===== src/rtl/pc_sequencer_pkg.sv =====
// Shared types for the PC sequencer: FSM states, redirect-source codes and
// the select bundle produced by the next-PC mux.
package pc_sequencer_pkg;

    localparam logic [31:0] RESET_VECTOR_DEF = 32'h0000_0000;
    localparam logic [31:0] TRAP_VECTOR_DEF  = 32'h0000_0100;

    typedef enum logic [1:0] {
        ST_BOOT = 2'd0,
        ST_RUN  = 2'd1,
        ST_PEND = 2'd2
    } state_e;

    typedef enum logic [2:0] {
        SRC_SEQ  = 3'd0,
        SRC_BR   = 3'd1,
        SRC_JAL  = 3'd2,
        SRC_JALR = 3'd3,
        SRC_TRAP = 3'd4
    } src_e;

    typedef struct packed {
        logic [31:0] tgt;
        src_e        src;
    } sel_t;

    function automatic logic misaligned(input logic [31:0] a);
        return a[1:0] != 2'b00;
    endfunction

endpackage


===== src/rtl/pc_sequencer_if.sv =====
// Fetch/redirect bundle between hazard+branch logic, the PC sequencer and imem.
interface pc_sequencer_if;
    logic        stall;
    logic        branch_taken;
    logic        jal;
    logic        jalr;
    logic        trap;
    logic [31:0] pc_imm;
    logic [31:0] pc_add4;
    logic [31:0] jalr_target;
    logic        fetch_ready;
    logic [31:0] pc;
    logic        fetch_valid;
    logic        flush;
    logic        misalign_exc;

    modport master (
        input  stall, branch_taken, jal, jalr, trap,
        input  pc_imm, pc_add4, jalr_target, fetch_ready,
        output pc, fetch_valid, flush, misalign_exc
    );

    modport slave (
        output stall, branch_taken, jal, jalr, trap,
        output pc_imm, pc_add4, jalr_target, fetch_ready,
        input  pc, fetch_valid, flush, misalign_exc
    );
endinterface


===== src/rtl/pc_next_mux.sv =====
// Priority select of the next PC: trap > jalr > jal > branch > sequential.
module pc_next_mux
    import pc_sequencer_pkg::*;
#(
    parameter logic [31:0] TRAP_VECTOR = TRAP_VECTOR_DEF
) (
    input  logic        branch_taken_i,
    input  logic        jal_i,
    input  logic        jalr_i,
    input  logic        trap_i,
    input  logic [31:0] pc_imm_i,
    input  logic [31:0] pc_add4_i,
    input  logic [31:0] jalr_target_i,
    output sel_t        sel_o
);

    always_comb begin
        sel_o.tgt = pc_add4_i;
        sel_o.src = SRC_SEQ;
        if (trap_i) begin
            sel_o.tgt = TRAP_VECTOR;
            sel_o.src = SRC_TRAP;
        end else if (jalr_i) begin
            sel_o.tgt = {jalr_target_i[31:1], 1'b0};
            sel_o.src = SRC_JALR;
        end else if (jal_i) begin
            sel_o.tgt = pc_imm_i;
            sel_o.src = SRC_JAL;
        end else if (branch_taken_i) begin
            sel_o.tgt = pc_imm_i;
            sel_o.src = SRC_BR;
        end
    end

endmodule


===== src/rtl/pc_sequencer.sv =====
// Program counter register and fetch sequencer with a one-entry redirect queue.
// Build option: PC_MISALIGN_CHECK_EN redirects misaligned targets to TRAP_VECTOR.
module pc_sequencer
    import pc_sequencer_pkg::*;
#(
    parameter logic [31:0] RESET_VECTOR = RESET_VECTOR_DEF,
    parameter logic [31:0] TRAP_VECTOR  = TRAP_VECTOR_DEF
) (
    input  logic           clk,
    input  logic           rst,
    pc_sequencer_if.master bus
);

    state_e      state_q, state_d;
    logic [31:0] pc_q, pc_d;
    logic [31:0] redir_pc_q, redir_pc_d;
    logic        redir_trap_q, redir_trap_d;
    logic        flush_q, flush_d;
    logic        mis_q, mis_d;
    sel_t        sel;
    logic        adv, redir, is_trap, pend_upd, load_redir;
    logic [31:0] load_tgt;

    pc_next_mux #(.TRAP_VECTOR(TRAP_VECTOR)) u_mux (
        .branch_taken_i (bus.branch_taken),
        .jal_i          (bus.jal),
        .jalr_i         (bus.jalr),
        .trap_i         (bus.trap),
        .pc_imm_i       (bus.pc_imm),
        .pc_add4_i      (bus.pc_add4),
        .jalr_target_i  (bus.jalr_target),
        .sel_o          (sel)
    );

    assign redir   = (sel.src != SRC_SEQ);
    assign is_trap = (sel.src == SRC_TRAP);
    assign adv     = bus.fetch_valid & bus.fetch_ready & ~bus.stall;
    // A queued trap is sticky: only another trap may replace it.
    assign pend_upd = redir & ~(redir_trap_q & ~is_trap);

    always_comb begin
        state_d      = state_q;
        pc_d         = pc_q;
        redir_pc_d   = redir_pc_q;
        redir_trap_d = redir_trap_q;
        flush_d      = 1'b0;
        mis_d        = 1'b0;
        load_redir   = 1'b0;
        load_tgt     = sel.tgt;
        case (state_q)
            ST_BOOT: state_d = ST_RUN;
            ST_RUN: begin
                if (adv) begin
                    if (redir) load_redir = 1'b1;
                    else       pc_d       = sel.tgt;
                end else if (redir) begin
                    redir_pc_d   = sel.tgt;
                    redir_trap_d = is_trap;
                    state_d      = ST_PEND;
                end
            end
            ST_PEND: begin
                if (pend_upd) begin
                    redir_pc_d   = sel.tgt;
                    redir_trap_d = is_trap;
                end
                if (adv) begin
                    load_redir   = 1'b1;
                    load_tgt     = pend_upd ? sel.tgt : redir_pc_q;
                    redir_trap_d = 1'b0;
                    state_d      = ST_RUN;
                end
            end
            default: state_d = ST_BOOT;
        endcase

        if (load_redir) begin
            flush_d = 1'b1;
`ifdef PC_MISALIGN_CHECK_EN
            if (misaligned(load_tgt)) begin
                pc_d  = TRAP_VECTOR;
                mis_d = 1'b1;
            end else begin
                pc_d = load_tgt;
            end
`else
            pc_d = load_tgt;
`endif
        end
    end

    always_ff @(posedge clk) begin
        if (rst) begin
            state_q      <= ST_BOOT;
            pc_q         <= RESET_VECTOR;
            redir_pc_q   <= RESET_VECTOR;
            redir_trap_q <= 1'b0;
            flush_q      <= 1'b0;
            mis_q        <= 1'b0;
        end else begin
            state_q      <= state_d;
            pc_q         <= pc_d;
            redir_pc_q   <= redir_pc_d;
            redir_trap_q <= redir_trap_d;
            flush_q      <= flush_d;
            mis_q        <= mis_d;
        end
    end

    assign bus.pc          = pc_q;
    assign bus.fetch_valid = (state_q != ST_BOOT);
    assign bus.flush       = flush_q;
`ifdef PC_MISALIGN_CHECK_EN
    assign bus.misalign_exc = mis_q;
`else
    assign bus.misalign_exc = 1'b0;
`endif

endmodule


===== src/flat_wrapper.sv =====
// flat-port wrapper written by rule: the top's interface ports become plain ports
module pc_sequencer_flat import pc_sequencer_pkg::*;
#(
    parameter logic [31:0] RESET_VECTOR = RESET_VECTOR_DEF,
    parameter logic [31:0] TRAP_VECTOR  = TRAP_VECTOR_DEF
)
  (clk, rst, bus_stall, bus_branch_taken, bus_jal, bus_jalr, bus_trap, bus_pc_imm, bus_pc_add4, bus_jalr_target, bus_fetch_ready, bus_pc, bus_fetch_valid, bus_flush, bus_misalign_exc);
  pc_sequencer_if bus_i ();
  input  logic clk;
  input  logic rst;
  input wire logic [$bits(bus_i.stall)-1:0] bus_stall;
  input wire logic [$bits(bus_i.branch_taken)-1:0] bus_branch_taken;
  input wire logic [$bits(bus_i.jal)-1:0] bus_jal;
  input wire logic [$bits(bus_i.jalr)-1:0] bus_jalr;
  input wire logic [$bits(bus_i.trap)-1:0] bus_trap;
  input wire logic [$bits(bus_i.pc_imm)-1:0] bus_pc_imm;
  input wire logic [$bits(bus_i.pc_add4)-1:0] bus_pc_add4;
  input wire logic [$bits(bus_i.jalr_target)-1:0] bus_jalr_target;
  input wire logic [$bits(bus_i.fetch_ready)-1:0] bus_fetch_ready;
  output wire logic [$bits(bus_i.pc)-1:0] bus_pc;
  output wire logic [$bits(bus_i.fetch_valid)-1:0] bus_fetch_valid;
  output wire logic [$bits(bus_i.flush)-1:0] bus_flush;
  output wire logic [$bits(bus_i.misalign_exc)-1:0] bus_misalign_exc;
  assign bus_i.stall = bus_stall;
  assign bus_i.branch_taken = bus_branch_taken;
  assign bus_i.jal = bus_jal;
  assign bus_i.jalr = bus_jalr;
  assign bus_i.trap = bus_trap;
  assign bus_i.pc_imm = bus_pc_imm;
  assign bus_i.pc_add4 = bus_pc_add4;
  assign bus_i.jalr_target = bus_jalr_target;
  assign bus_i.fetch_ready = bus_fetch_ready;
  assign bus_pc = bus_i.pc;
  assign bus_fetch_valid = bus_i.fetch_valid;
  assign bus_flush = bus_i.flush;
  assign bus_misalign_exc = bus_i.misalign_exc;
  pc_sequencer #(.RESET_VECTOR(RESET_VECTOR), .TRAP_VECTOR(TRAP_VECTOR)) u_core (.clk(clk), .rst(rst), .bus(bus_i));
endmodule

===== config.mk =====
export PLATFORM = sky130hd
export DESIGN_NAME = pc_sequencer_flat
export DESIGN_NICKNAME = d
export VERILOG_FILES = /design/src/rtl/pc_sequencer_pkg.sv /design/src/rtl/pc_sequencer_if.sv /design/src/rtl/pc_next_mux.sv /design/src/rtl/pc_sequencer.sv /design/src/flat_wrapper.sv
export SDC_FILE = /design/constraint.sdc
export NUM_CORES = 1
export LEC_CHECK = 0
export ABC_AREA = 1
export BUFFER_PORTS_ARGS = -buffer_cell sky130_fd_sc_hd__buf_4
export CORE_ASPECT_RATIO = 0.7
export CORE_MARGIN = 5
export CORE_UTILIZATION = 54
export DETAILED_ROUTE_END_ITERATION = 12
export GPL_ROUTABILITY_DRIVEN = 0
export PLACE_DENSITY_LB_ADDON = 0.15
export SETUP_SLACK_MARGIN = 0.05
export SLEW_MARGIN = 15
export SYNTH_ARGS = -nofsm -noshare
export SYNTH_HDL_FRONTEND = slang
export SYNTH_SLANG_ARGS = --single-unit

===== constraint.sdc =====
create_clock -name clk -period 1.9 [get_ports clk]
set_input_delay 0 -clock clk [delete_from_list [all_inputs] [get_ports clk]]
set_output_delay 0 -clock clk [all_outputs]
set_load 0.005 [all_outputs]

# == Word-level counts from Yosys, hierarchy flattened ==
# Index checks and enable logic that the tools add are counted.
# word_totals
register_bits,68
output_inout_bits,35
# op_classes
reduce_logical,10
eq_ne,8
bitwise_logic,7
mux,28
# op_table
cell,n
2-to-1 mux 32 bit,9
2-to-1 mux 35 bit,4
one-hot mux 32 bit (2 select lines),1
AND reduction 3 bit,3
2-to-1 mux 1 bit,8
nonzero test 2 bit,4
2-to-1 mux 2 bit,3
one-hot mux 2 bit (3 select lines),1
bitwise AND 1 bit,4
inequality test 2 x 1 -> 1 bit (second input constant),2
inequality test 2 bit (second input constant),2
one-hot mux 1 bit (2 select lines),2
AND reduction 4 bit,1
equality test 3 bit (second input constant),1
inequality test 3 x 1 -> 1 bit (second input constant),1
inverter 1 bit,3
nonzero test 3 bit,1
equality test 2 x 1 -> 1 bit (second input constant),1
equality test 2 bit (second input constant),1
zero test 2 bit,1

# == Longest topological paths before layout ==
# depth
ltp_word,13
depth_mapped,12

# == Modules after synthesis ==
# Synthesis repeated with hierarchy kept, for this count alone.
# unflattened
cells_unflattened,973
hier_area_um2,5365.1
# by_module_without_submodules
mod,instances,cells_per_inst,seq_area_each_um2,area_each_um2
pc_sequencer,1,730,1361.3,4336.7
pc_next_mux,1,243,0.0,1028.5

# == Worst setup path after synthesis ==
# OpenSTA, ideal clock, no wires.
# synth_path
path_kind,reg-to-reg
from,reg u_core.state_q[0]
to,reg u_core.pc_q[8] (netlist: u_core.bus.pc[8])
stages_incl_launch_ff,9
t_arrival_ns,1.532
path_slack_ns,0.254
n_path_buf,2
path_cell_list,dfxtp_1 -> inv_1 -> ha_1 -> nand4_1 -> buf_6 -> clkbuf_1 -> nand4_1 -> nand2_1 -> a21oi_2
# synth_via
elab_chain_cells,7
word_cells_on_any_way,15
# synth_rtl
item,line_no,source
start: declaration,pc_sequencer.sv:14,"state_e state_q, state_d;"
start signal: assignment,pc_sequencer.sv:101,state_q <= state_d;
nonzero test 2 bit,pc_sequencer.sv:111,assign bus.fetch_valid = (state_q != ST_BOOT);
bitwise AND 1 bit (2 in series),pc_sequencer.sv:37,assign adv = bus.fetch_valid & bus.fetch_ready & ~bus.stall;
"2-to-1 mux 1 bit, on equally long branches","pc_sequencer.sv:67, pc_sequencer.sv:53",
one-hot mux 1 bit (2 select lines),pc_sequencer.sv:50,case (state_q)
inequality test 2 bit (no line) / nonzero test 2 bit (equally long branches),-,
AND reduction 3 bit (no line),-,
end signal: assignment,pc_sequencer.sv:102,pc_q <= pc_d;
end: declaration,pc_sequencer.sv:15,"logic [31:0] pc_q, pc_d;"
# Parallel ways exist; a longest one is shown, timed or not.
# A chain may end at the register's enable or synchronous reset.

# == Final worst setup path ==
# layout_path
from,reg u_core.state_q[0]
to,reg u_core.redir_pc_q[4]
# layout_via
elab_chain_cells,5
word_cells_on_any_way,10
# layout_rtl
item,line_no,source
nonzero test 2 bit,pc_sequencer.sv:111,
bitwise AND 1 bit (2 in series),pc_sequencer.sv:37,
inequality test 2 bit (no line),-,
AND reduction 3 bit (no line),-,
end signal: assignment,pc_sequencer.sv:103,redir_pc_q <= redir_pc_d;
end: declaration,pc_sequencer.sv:16,"logic [31:0] redir_pc_q, redir_pc_d;"
# Parallel ways exist; a longest one is shown, timed or not.

==> results.sh <==
export IMPL_track_usage=0.269
export IMPL_drc_errors=0
export IMPL_die_w_um=128
export IMPL_drt_iter0_drc=705
export IMPL_area_growth_syn_to_layout_pct=29.0
export IMPL_cp_required_ps=2130
export IMPL_hold_slack_ps=80.1
export IMPL_nets=1140
export IMPL_num_io_pins=139
export IMPL_grt_setup_unrepaired="yes"
export IMPL_synth_top_area_share=0.258
export IMPL_clk_latency_ps=340
export IMPL_wire_per_inst_um=14.2
export IMPL_grt_remaining_overflow=0
export IMPL_antennaDiodeCount=0
export IMPL_setup_viol=0
export IMPL_synthTopCellsByArea="dfxtp_1 (26%), nand2_1 (23%), inv_1 (12%)"
export IMPL_cp_slowest_stage_delay_ps=340
export IMPL_fin_crit_sh=0.906
export IMPL_max_cap_violations=0
export IMPL_irDropWorstVdd_v=0.000753
export IMPL_clockBufferDepth=2
export IMPL_min_period_ps=1720
export IMPL_io_buffers=136
export IMPL_cts_tree="yes"
export IMPL_viasPerCell=5.15
export IMPL_layout_drive_gt1_share=0.235
export IMPL_start_util=0.550
export IMPL_clock_sinks=68
export IMPL_ant_nets=0
export IMPL_syn_nets=1021
export IMPL_fin_setup_tns_ps=0
export IMPL_grt_max_degree=42
export IMPL_route_met3_wl_um=1390
export IMPL_grt_pass1_vias=5345
export IMPL_drt_pass1_iter_count=6
export IMPL_worst_pin_slew_ps=664
export IMPL_clk_pin_slew_ps=60
export IMPL_crit_path_end_kind="flip-flop"
export IMPL_synth_warnings=0
export IMPL_clock_skew_ps=6.47
export IMPL_vias=6000
export IMPL_core_area_mm2=0.00961
export IMPL_hold_viol_final=0
export IMPL_die_area_mm2=0.0119
export IMPL_layout_commonest_cell="nand2_1"
export IMPL_avgSynthCellArea_um2=5.78
export IMPL_cp_start_kind="flip-flop"
export IMPL_slew_violations=0
export IMPL_slew_headroom=0.557
export IMPL_post_dp_hpwl_um=10900
export IMPL_ys_ff_latch=68
export IMPL_dr_wl_met2_um=7400
export IMPL_hold_path_class="primary input to flip-flop"
export IMPL_yosysSeqAreaShare=0.258
export IMPL_max_freq_ghz=0.581
export IMPL_cts_max_level=3
export IMPL_synth_area_mm2=0.00529
export IMPL_cts_buffers=9
export IMPL_powerDensity_mw_per_mm2=1080
export IMPL_path_cells="inv_1, ha_4, inv_2, nand3_2, nor2_4, inv_1, nand3_4, clkbuf_16, nand2_1, nand2_1, a21oi_2"
export IMPL_rows=30
export IMPL_crit_slowest_cell="dfxtp_1"
export IMPL_syn_inst=914
export IMPL_path_class="flip-flop to flip-flop"
export IMPL_antenna_found_initial=0
export IMPL_route_top_layer_used="met4"
export IMPL_status="finished clean"
export IMPL_grt_pass1_wl_um=26000
export IMPL_nFillCells=872
export IMPL_root_buffer="clkbuf_16"
export IMPL_yosysTopAreaCell="dfxtp_1"
export IMPL_p_leak_nw=3.81
export IMPL_die_h_um=92.8
export IMPL_cp_arrival_ps=1960
export IMPL_wirelength_um=16500
export IMPL_crit_fanout=20
export IMPL_met1_length_um=7610
export IMPL_mostFrequentLayoutCells="nand2_1 (322), inv_1 (173), buf_4 (157), nand3_1 (128), dfxtp_1 (68)"
export IMPL_yosysUniqueCellTypes=23
[layout make-up]
type,instances,area (µm²),area share
Sequential cell,68,1360,0.200
Clock inverter,1,5.00,0.000734
Clock buffer,15,278,0.0408
Multi-Input combinational cell,610,2970,0.435
Tap cell,128,160,0.0235
Timing Repair Buffer,167,1380,0.202
Inverter,177,664,0.0975
[per-layer routing]
metal  up-vias  track usage
li1       3063            -
met1      2695        0.381
met2       231        0.405
met3        11       0.0663
met4         0       0.0742
met5         -            0
[cells by family after synthesis]
| group | after synthesis | share of synthesized area |
|---|---|---|
| AOI/OAI and AO/OA | 105 | 0.136 |
| and+or+nand+nor | 501 | 0.411 |
| adders and majority gates | 3 | 0.00710 |
| other | 1 | 0.000710 |
| buffers and inverters | 236 | 0.187 |
| DFF | 68 | 0.258 |
[report_power, final]
group | switching (mW) | leakage, nW | total [mW] | internal (mW)
sequential | 0.103 | 0.556 | 1.85 | 1.75
clock | 0.623 | 0.140 | 1.61 | 0.990
combinational | 2.34 | 3.12 | 3.87 | 1.53
total | 3.06 | 3.81 | 7.34 | 4.27
[through the flow]
stage / instance area [µm²] / utilization / total power [mW] / setup WS [ps] / std cells
global route: 6820 / 0.709 / 7.85 / 36.5 / 1166
floorplan: 5290 / - / 4.54 / 254 / 914
detailed placement: 6430 / 0.669 / 5.34 / 46.9 / 1146
global placement: 6430 / 0.669 / 5.28 / 110 / 1146
CTS: 6740 / 0.701 / 6.98 / 78.1 / 1164
finish: 6820 / 0.709 / 7.34 / 178 / 1166
[cells in the mapped netlist]
library cell and n:
dfxtp_1 68, conb_1 1, buf_4 2, o21ai_4 1, ha_1 3, nor2_1 9, nand2_1 322, nand3_1 129
a21oi_2 48, inv_2 3, clkbuf_1 16, buf_6 8, a21oi_1 52, nand4_1 33, nand2_2 3, buf_1 3
nand3_4 1, nand2_4 1, inv_1 174, buf_2 30, o21ai_0 4, nor2_4 2, nand3_2 1
[critical path: cells and delay by family (launching register included)]
family,cells,cell delay [ps]
compound gates,1,40
fa+ha+maj,1,180
buf+inv,4,490
flops,1,340
simple gates,5,560
[path summary, 6_finish.rpt]
kind                                                        from                           endpoint  slack (ps)  cells after the start
worst max-delay path              u_core.state_q[0]$_SDFFE_PP0P_  u_core.redir_pc_q[4]$_SDFFE_PP0P_         180                     11
worst min-delay path                          bus_jalr_target[1]  u_core.redir_pc_q[1]$_SDFFE_PP0P_          80                      5
worst max register to register    u_core.state_q[0]$_SDFFE_PP0P_  u_core.redir_pc_q[4]$_SDFFE_PP0P_         180                     11
worst min register to register  u_core.redir_trap_q$_SDFFE_PP0P_   u_core.redir_trap_q$_SDFFE_PP0P_         500                      2
[registers in the layout (all words and copies together) (netlist names)]
| register | cells |
|---|---|
| u_core.redir_trap_q | 1 |
| u_core.state_q | 2 |
| u_core.redir_pc_q | 32 |
| u_core.bus.flush | 1 |
| u_core.bus.pc | 32 |
[repair_timing]
item                       4_1_cts  5_1_grt
hold endpoints to repair         1        0
buffers inserted                 1        0
cloned                           0        2
setup endpoints to repair       27       28
pin swaps                        1        1
hold buffers                     1        0
gates resized for setup          1        4
No activity file was read; power rests on OpenSTA's default activity.
